$ cat src/rtl/bcd_operand_entry.sv
// Pushbutton operand entry for the two-digit BCD calculator: three debounced keys edit
// four registered BCD digits, an edit cursor and the operator bit.

module bcd_key_debounce #(
  parameter int   DEBOUNCE_CYCLES = 500000,
  parameter int   REPEAT_DELAY    = 25000000,
  parameter int   REPEAT_RATE     = 5000000,
  parameter logic REPEAT_EN       = 1'b0,
  parameter int   CW              = 25
) (
  input  logic clk,
  input  logic rst_n,
  input  logic key_n,
  output logic key_ev
);
  localparam logic [CW-1:0] DB_LAST  = CW'(DEBOUNCE_CYCLES - 1);
  localparam logic [CW-1:0] RD_LAST  = CW'(REPEAT_DELAY - 1);
  localparam logic [CW-1:0] RR_LAST  = CW'(REPEAT_RATE - 1);

  typedef enum logic [1:0] {RELEASED, PRESS_CNT, PRESSED, REL_CNT} state_t;

  logic          sync_a, sync_b;
  state_t        state, state_nxt;
  logic [CW-1:0] cnt, cnt_nxt;
  logic [CW-1:0] rcnt, rcnt_nxt;
  logic          first, first_nxt;
  logic          armed, armed_nxt;
  logic          press_ev, rpt_ev;

  always_ff @(posedge clk or negedge rst_n) begin
    if (!rst_n) begin
      sync_a <= 1'b1;
      sync_b <= 1'b1;
      state  <= REL_CNT;
      cnt    <= '0;
      rcnt   <= '0;
      first  <= 1'b1;
      armed  <= 1'b0;
    end else begin
      sync_a <= key_n;
      sync_b <= sync_a;
      state  <= state_nxt;
      cnt    <= cnt_nxt;
      rcnt   <= rcnt_nxt;
      first  <= first_nxt;
      armed  <= armed_nxt;
    end
  end

  // Auto-repeat is armed only by an accepted press, so a key held through reset never repeats.
  always_comb begin
    state_nxt = state;
    cnt_nxt   = cnt;
    rcnt_nxt  = '0;
    first_nxt = first;
    armed_nxt = armed;
    case (state)
      RELEASED: begin
        armed_nxt = 1'b0;
        if (!sync_b) begin
          state_nxt = PRESS_CNT;
          cnt_nxt   = '0;
        end
      end
      PRESS_CNT: begin
        if (sync_b) begin
          state_nxt = RELEASED;
        end else if (cnt == DB_LAST) begin
          state_nxt = PRESSED;
          armed_nxt = 1'b1;
          first_nxt = 1'b1;
        end else begin
          cnt_nxt = cnt + 1'b1;
        end
      end
      PRESSED: begin
        if (sync_b) begin
          state_nxt = REL_CNT;
          cnt_nxt   = '0;
        end else if (REPEAT_EN && armed) begin
          if (rpt_ev) first_nxt = 1'b0;
          else        rcnt_nxt  = rcnt + 1'b1;
        end
      end
      REL_CNT: begin
        if (!sync_b) begin
          state_nxt = PRESSED;
          first_nxt = 1'b1;
        end else if (cnt == DB_LAST) begin
          state_nxt = RELEASED;
        end else begin
          cnt_nxt = cnt + 1'b1;
        end
      end
      default: state_nxt = REL_CNT;
    endcase
  end

  always_comb begin
    press_ev = (state == PRESS_CNT) && !sync_b && (cnt == DB_LAST);
    rpt_ev   = REPEAT_EN && armed && (state == PRESSED) && !sync_b &&
               (first ? (rcnt == RD_LAST) : (rcnt == RR_LAST));
    key_ev   = press_ev || rpt_ev;
  end
endmodule

module bcd_operand_entry #(
  parameter int DEBOUNCE_CYCLES = 500000,
  parameter int REPEAT_DELAY    = 25000000,
  parameter int REPEAT_RATE     = 5000000
) (
  input  logic       CLOCK_50,
  input  logic       RST_N,
  input  logic       KEY_NEXT_N,
  input  logic       KEY_INC_N,
  input  logic       KEY_OP_N,
  output logic [3:0] DIGIT3,
  output logic [3:0] DIGIT2,
  output logic [3:0] DIGIT1,
  output logic [3:0] DIGIT0,
  output logic       OPERATOR,
  output logic [3:0] CURSOR,
  output logic       CHANGED
);
  localparam int MAX_AB = (DEBOUNCE_CYCLES > REPEAT_DELAY) ? DEBOUNCE_CYCLES : REPEAT_DELAY;
  localparam int MAXP   = (MAX_AB > REPEAT_RATE) ? MAX_AB : REPEAT_RATE;
  localparam int CW     = $clog2(MAXP);

  logic       next_ev, inc_ev, op_ev;
  logic [3:0] digit [4];

  function automatic logic [3:0] bcd_inc(input logic [3:0] d);
    if (d >= 4'd9) return 4'd0;
    return d + 4'd1;
  endfunction

  bcd_key_debounce #(
    .DEBOUNCE_CYCLES(DEBOUNCE_CYCLES), .REPEAT_DELAY(REPEAT_DELAY),
    .REPEAT_RATE(REPEAT_RATE), .REPEAT_EN(1'b0), .CW(CW)
  ) u_next (.clk(CLOCK_50), .rst_n(RST_N), .key_n(KEY_NEXT_N), .key_ev(next_ev));

  bcd_key_debounce #(
    .DEBOUNCE_CYCLES(DEBOUNCE_CYCLES), .REPEAT_DELAY(REPEAT_DELAY),
    .REPEAT_RATE(REPEAT_RATE), .REPEAT_EN(1'b1), .CW(CW)
  ) u_inc (.clk(CLOCK_50), .rst_n(RST_N), .key_n(KEY_INC_N), .key_ev(inc_ev));

  bcd_key_debounce #(
    .DEBOUNCE_CYCLES(DEBOUNCE_CYCLES), .REPEAT_DELAY(REPEAT_DELAY),
    .REPEAT_RATE(REPEAT_RATE), .REPEAT_EN(1'b0), .CW(CW)
  ) u_op (.clk(CLOCK_50), .rst_n(RST_N), .key_n(KEY_OP_N), .key_ev(op_ev));

  // INC selects its digit with the cursor value from before any same-cycle rotation.
  always_ff @(posedge CLOCK_50 or negedge RST_N) begin
    if (!RST_N) begin
      for (int n = 0; n < 4; n++) digit[n] <= 4'd0;
      OPERATOR <= 1'b0;
      CURSOR   <= 4'b1000;
      CHANGED  <= 1'b0;
    end else begin
      for (int n = 0; n < 4; n++) begin
        if (inc_ev && CURSOR[n]) digit[n] <= bcd_inc(digit[n]);
      end
      if (next_ev) CURSOR <= {CURSOR[0], CURSOR[3:1]};
      if (op_ev)   OPERATOR <= ~OPERATOR;
      CHANGED <= inc_ev || next_ev || op_ev;
    end
  end

  assign DIGIT3 = digit[3];
  assign DIGIT2 = digit[2];
  assign DIGIT1 = digit[1];
  assign DIGIT0 = digit[0];
endmodule

$ cat config.mk
export PLATFORM = sky130hd
export DESIGN_NAME = bcd_operand_entry
export DESIGN_NICKNAME = d
export VERILOG_FILES = /design/src/rtl/bcd_operand_entry.sv
export SDC_FILE = /design/constraint.sdc
export NUM_CORES = 1
export LEC_CHECK = 0
export CAP_MARGIN = 10
export CORE_UTILIZATION = 52
export DETAILED_ROUTE_END_ITERATION = 12
export PLACE_DENSITY = 0.7
export SYNTH_ARGS = -nofsm -noshare
export SYNTH_HDL_FRONTEND = slang
export SYNTH_SLANG_ARGS = --single-unit
$ cat constraint.sdc
create_clock -name CLOCK_50 -period 2.6 [get_ports CLOCK_50]
set_input_delay 0.65 -clock CLOCK_50 [delete_from_list [all_inputs] [get_ports CLOCK_50]]
set_output_delay 0.65 -clock CLOCK_50 [all_outputs]
set_load 0.01 [all_outputs]
==> metrics <==
Post-Route WL 13,640 µm; leakage 3.418 nW; endpoint arrival time on the critical path 2.79 ns; Place WS 0.01362 ns; Final Max Tran Viols 0; CTS tree done; Critical Path End Type register; PortBufs 26; # nets final around 770; Hold Worst Slack 0.2322 ns; count leader, synth dfrtp_1; DRT iter0 DRCs 388; RR Startpoint u_next.cnt[1]; Worst-Margin Slew a little under 0.8 ns; fillcell total about 1.1k; DPL Wire Length a little over 9000 µm; Critical Path Stages 7; die height 116.6 µm; unrepaired setup endpoints after global routing false; clk_lat worst skew 0.41 ns; Min Clock Period, post-route about 2.5 ns; PnR worst setup slack 0.1119 ns; Max IR drop VDD 0.4351 mV; Via density 5.642; Slowest cell on crit path or4b_1; Distinct cells, synth between 50 and 60; Max stage delay on crit path roughly 0.47 ns; critical path launch point type register; min-delay worst type primary input to asynchronous set/reset pin; sequential area share after synthesis 50.12%; GR Overflow Total 0; synth cell count leaders dfrtp_1 (122), nor2_1 (101), nand2_1 (61); layout cells sized above 1 10.24%; Core ar. 12,720 µm²; vias in the first global route 5,131; Post-synth EDFFs 0; Routed WL per cell 14.60 µm; final hold violation count 0; CTS Buf Count 17; Die W roughly 120 µm; r2r setup slk around 0.11 ns; Die Area 13,590 µm²; Root Buffer clkbuf_16; status finished clean; slew margin rel. 47.77%; maximum number of pins on one net before global-route repair 65; Starting Density a little over half; DR pass1 iterations 5; placer congestion estimate 0.8395; critical path buffer and inverter count 0; first-pass GRT wire length 23,650 µm; Req. time, crit path 2.90 ns; Post-synth ARST share 100.0%; Global Route Usage Sum 22.26%; CTS clk-pin slew, worst paths 0.06 ns; critical path class register to register; Post-DRT Antenna Nets 0; crit path cell chain ha_1 > or4b_1 > nor4_2 > and2_4 > nand2_2 > or3_4 > mux2_4; top post-synthesis cells by area dfrtp_1 (45%), xor2_1 (5.6%), nor2_1 (5.6%); # IOs 27; # Post-CTS Setup Buffers 0; register bit total from synthesis between 100 and 150; CP max FO 5; H-tree Lvls 4; top cell type's share of synthesized area 44.73%; Clock Path Buffers 2; ys flop type dfrtp_1; Max Cap Viol 0; Final period util 95.70%; detailed-route via count 5,270; Worst R2R Path Depth 7; synthesized net count 722; Top delay family on crit path simple AND/OR/NAND/NOR gates; setup TNS 0 ns; Synth Cell Area 6825 µm²; Post-Syn Instances 701; post-layout util between 60% and 70%; RR Endpoint CURSOR[1]; Synth Area per Inst 9.737 µm²; Yosys top cell by area dfrtp_1; worst clock skew 0.007804 ns; synth-to-layout area growth 16.77%; P per Cell Area approximately 600 nW/µm²; row cnt 41; TritonCTS Sinks 136; Setup-failing EPs final 0; initial antenna violation count 0; Inserted Diodes 0; Remaining DRCs 0; Max Freq 0.4019 GHz; Ys Warns 0
-- state kept, by name, summed over array words and instances, names as in the netlist, named ones only --
register,count
u_inc.cnt,25
u_inc.rcnt,25
u_next.cnt,25
u_op.cnt,25
CURSOR,4
DIGIT0,4
DIGIT1,4
DIGIT2,4
DIGIT3,4
CHANGED,1
OPERATOR,1
u_inc.armed,1
u_inc.first,1
u_inc.state,1
u_inc.sync_a,1
u_inc.sync_b,1
u_next.state,1
u_next.sync_a,1
u_next.sync_b,1
u_op.state,1
u_op.sync_a,1
u_op.sync_b,1
-- layer usage --
metal  GRT usage, %  part of all wire [%]  up-vias
li1               -                     -     2565
met1          29.74                    48     2588
met2          35.66                    47      105
met3          5.034                   4.0       12
met4          8.017                   1.0        0
met5              0                     0        -
-- repair_timing --
item                                    CTS  global route
hold buffers                              0             0
cloned                                    0             0
resized for setup                         1             2
endpoints found under the setup margin    3             4
-- worst max-delay path by stage --
| stage | from | slack, ns | to |
|---|---|---|---|
| 2_1_floorplan | u_next.cnt[0] | 0.26 | CURSOR[0] |
| 3_3_place_gp | u_next.cnt[1] | 0.12 | CURSOR[2] |
| 3_5_place_dp | u_next.cnt[1] | 0.01 | CURSOR[2] |
| 4_1_cts | u_next.cnt[1] | 0.06 | CURSOR[1] |
| 5_1_grt | u_next.cnt[1] | 0.01 | CURSOR[1] |
| 6_report | u_next.cnt[1] | 0.11 | CURSOR[1] |
-- power breakdown --
part	switching, W	internal [W]
combinational	0.000101	0.0000595
clock	0.000829	0.00146
sequential	0.0000423	0.00216
-- placed cells by master (no fill, tap or decap), drive strengths merged, types with 2 or more instances in the layout --
cell type | synthesis | routed
nor3b | 2 | 2
nand3 | 43 | 43
a21boi | 3 | 3
and4 | 6 | 6
dfstp | 14 | 14
dfrtp | 122 | 122
nor4bb | 2 | 2
ha | 16 | 16
xor2 | 44 | 44
a22o | 8 | 8
or3 | 16 | 16
clkdlybuf4s50 | 0 | 25
o31ai | 5 | 5
or2 | 2 | 2
o41ai | 4 | 4
a31oi | 8 | 8
and2 | 3 | 3
nand2 | 62 | 62
inv | 23 | 23
mux2i | 6 | 6
nand4 | 19 | 19
or4b | 2 | 2
o21ai | 35 | 35
and3 | 24 | 24
buf | 4 | 19
nor4 | 13 | 13
nor3 | 15 | 15
o211ai | 2 | 2
nand2b | 7 | 7
mux2 | 11 | 11
xnor2 | 28 | 28
clkbuf | 10 | 28
clkinv | 0 | 2
nor2b | 3 | 3
nor4b | 5 | 5
or4 | 5 | 5
a21oi | 18 | 18
nor2 | 101 | 101
-- cell families after synthesis --
family                   after synthesis  share of synthesized area (%)
XOR/XNOR                              72                          9.239
AO/OA/AOI/OAI                         91                          8.305
adder cells (fa/ha/maj)               16                          2.933
flip-flops                           136                          50.12
buffers and inverters                 37                          2.181
AND/OR/NAND/NOR                      332                          24.31
multiplexers                          17                          2.915
-- through the flow --
step                      std cells  instance area, µm²  power [W]
after floorplan                 701                6825   0.002304
after global placement          902                7380   0.002385
after detailed placement        902                7380   0.002393
after CTS                       933                7951   0.004698
after global routing            934                7970   0.004825
final                           934                7970   0.004650
-- final cells by class --
| type | count | area (µm²) | share of cell area, % |
|---|---|---|---|
| clock inverter | 3 | 40.04 | 0.5024 |
| multi-input combinational | 528 | 3268 | 41.00 |
| timing repair buffer | 44 | 412.9 | 5.181 |
| inverter | 23 | 86.33 | 1.083 |
| sequential | 136 | 3421 | 42.92 |
| clock buffer | 28 | 526.8 | 6.609 |
| tap | 172 | 215.2 | 2.700 |
Note: power is estimated with default switching activity, not from simulation.
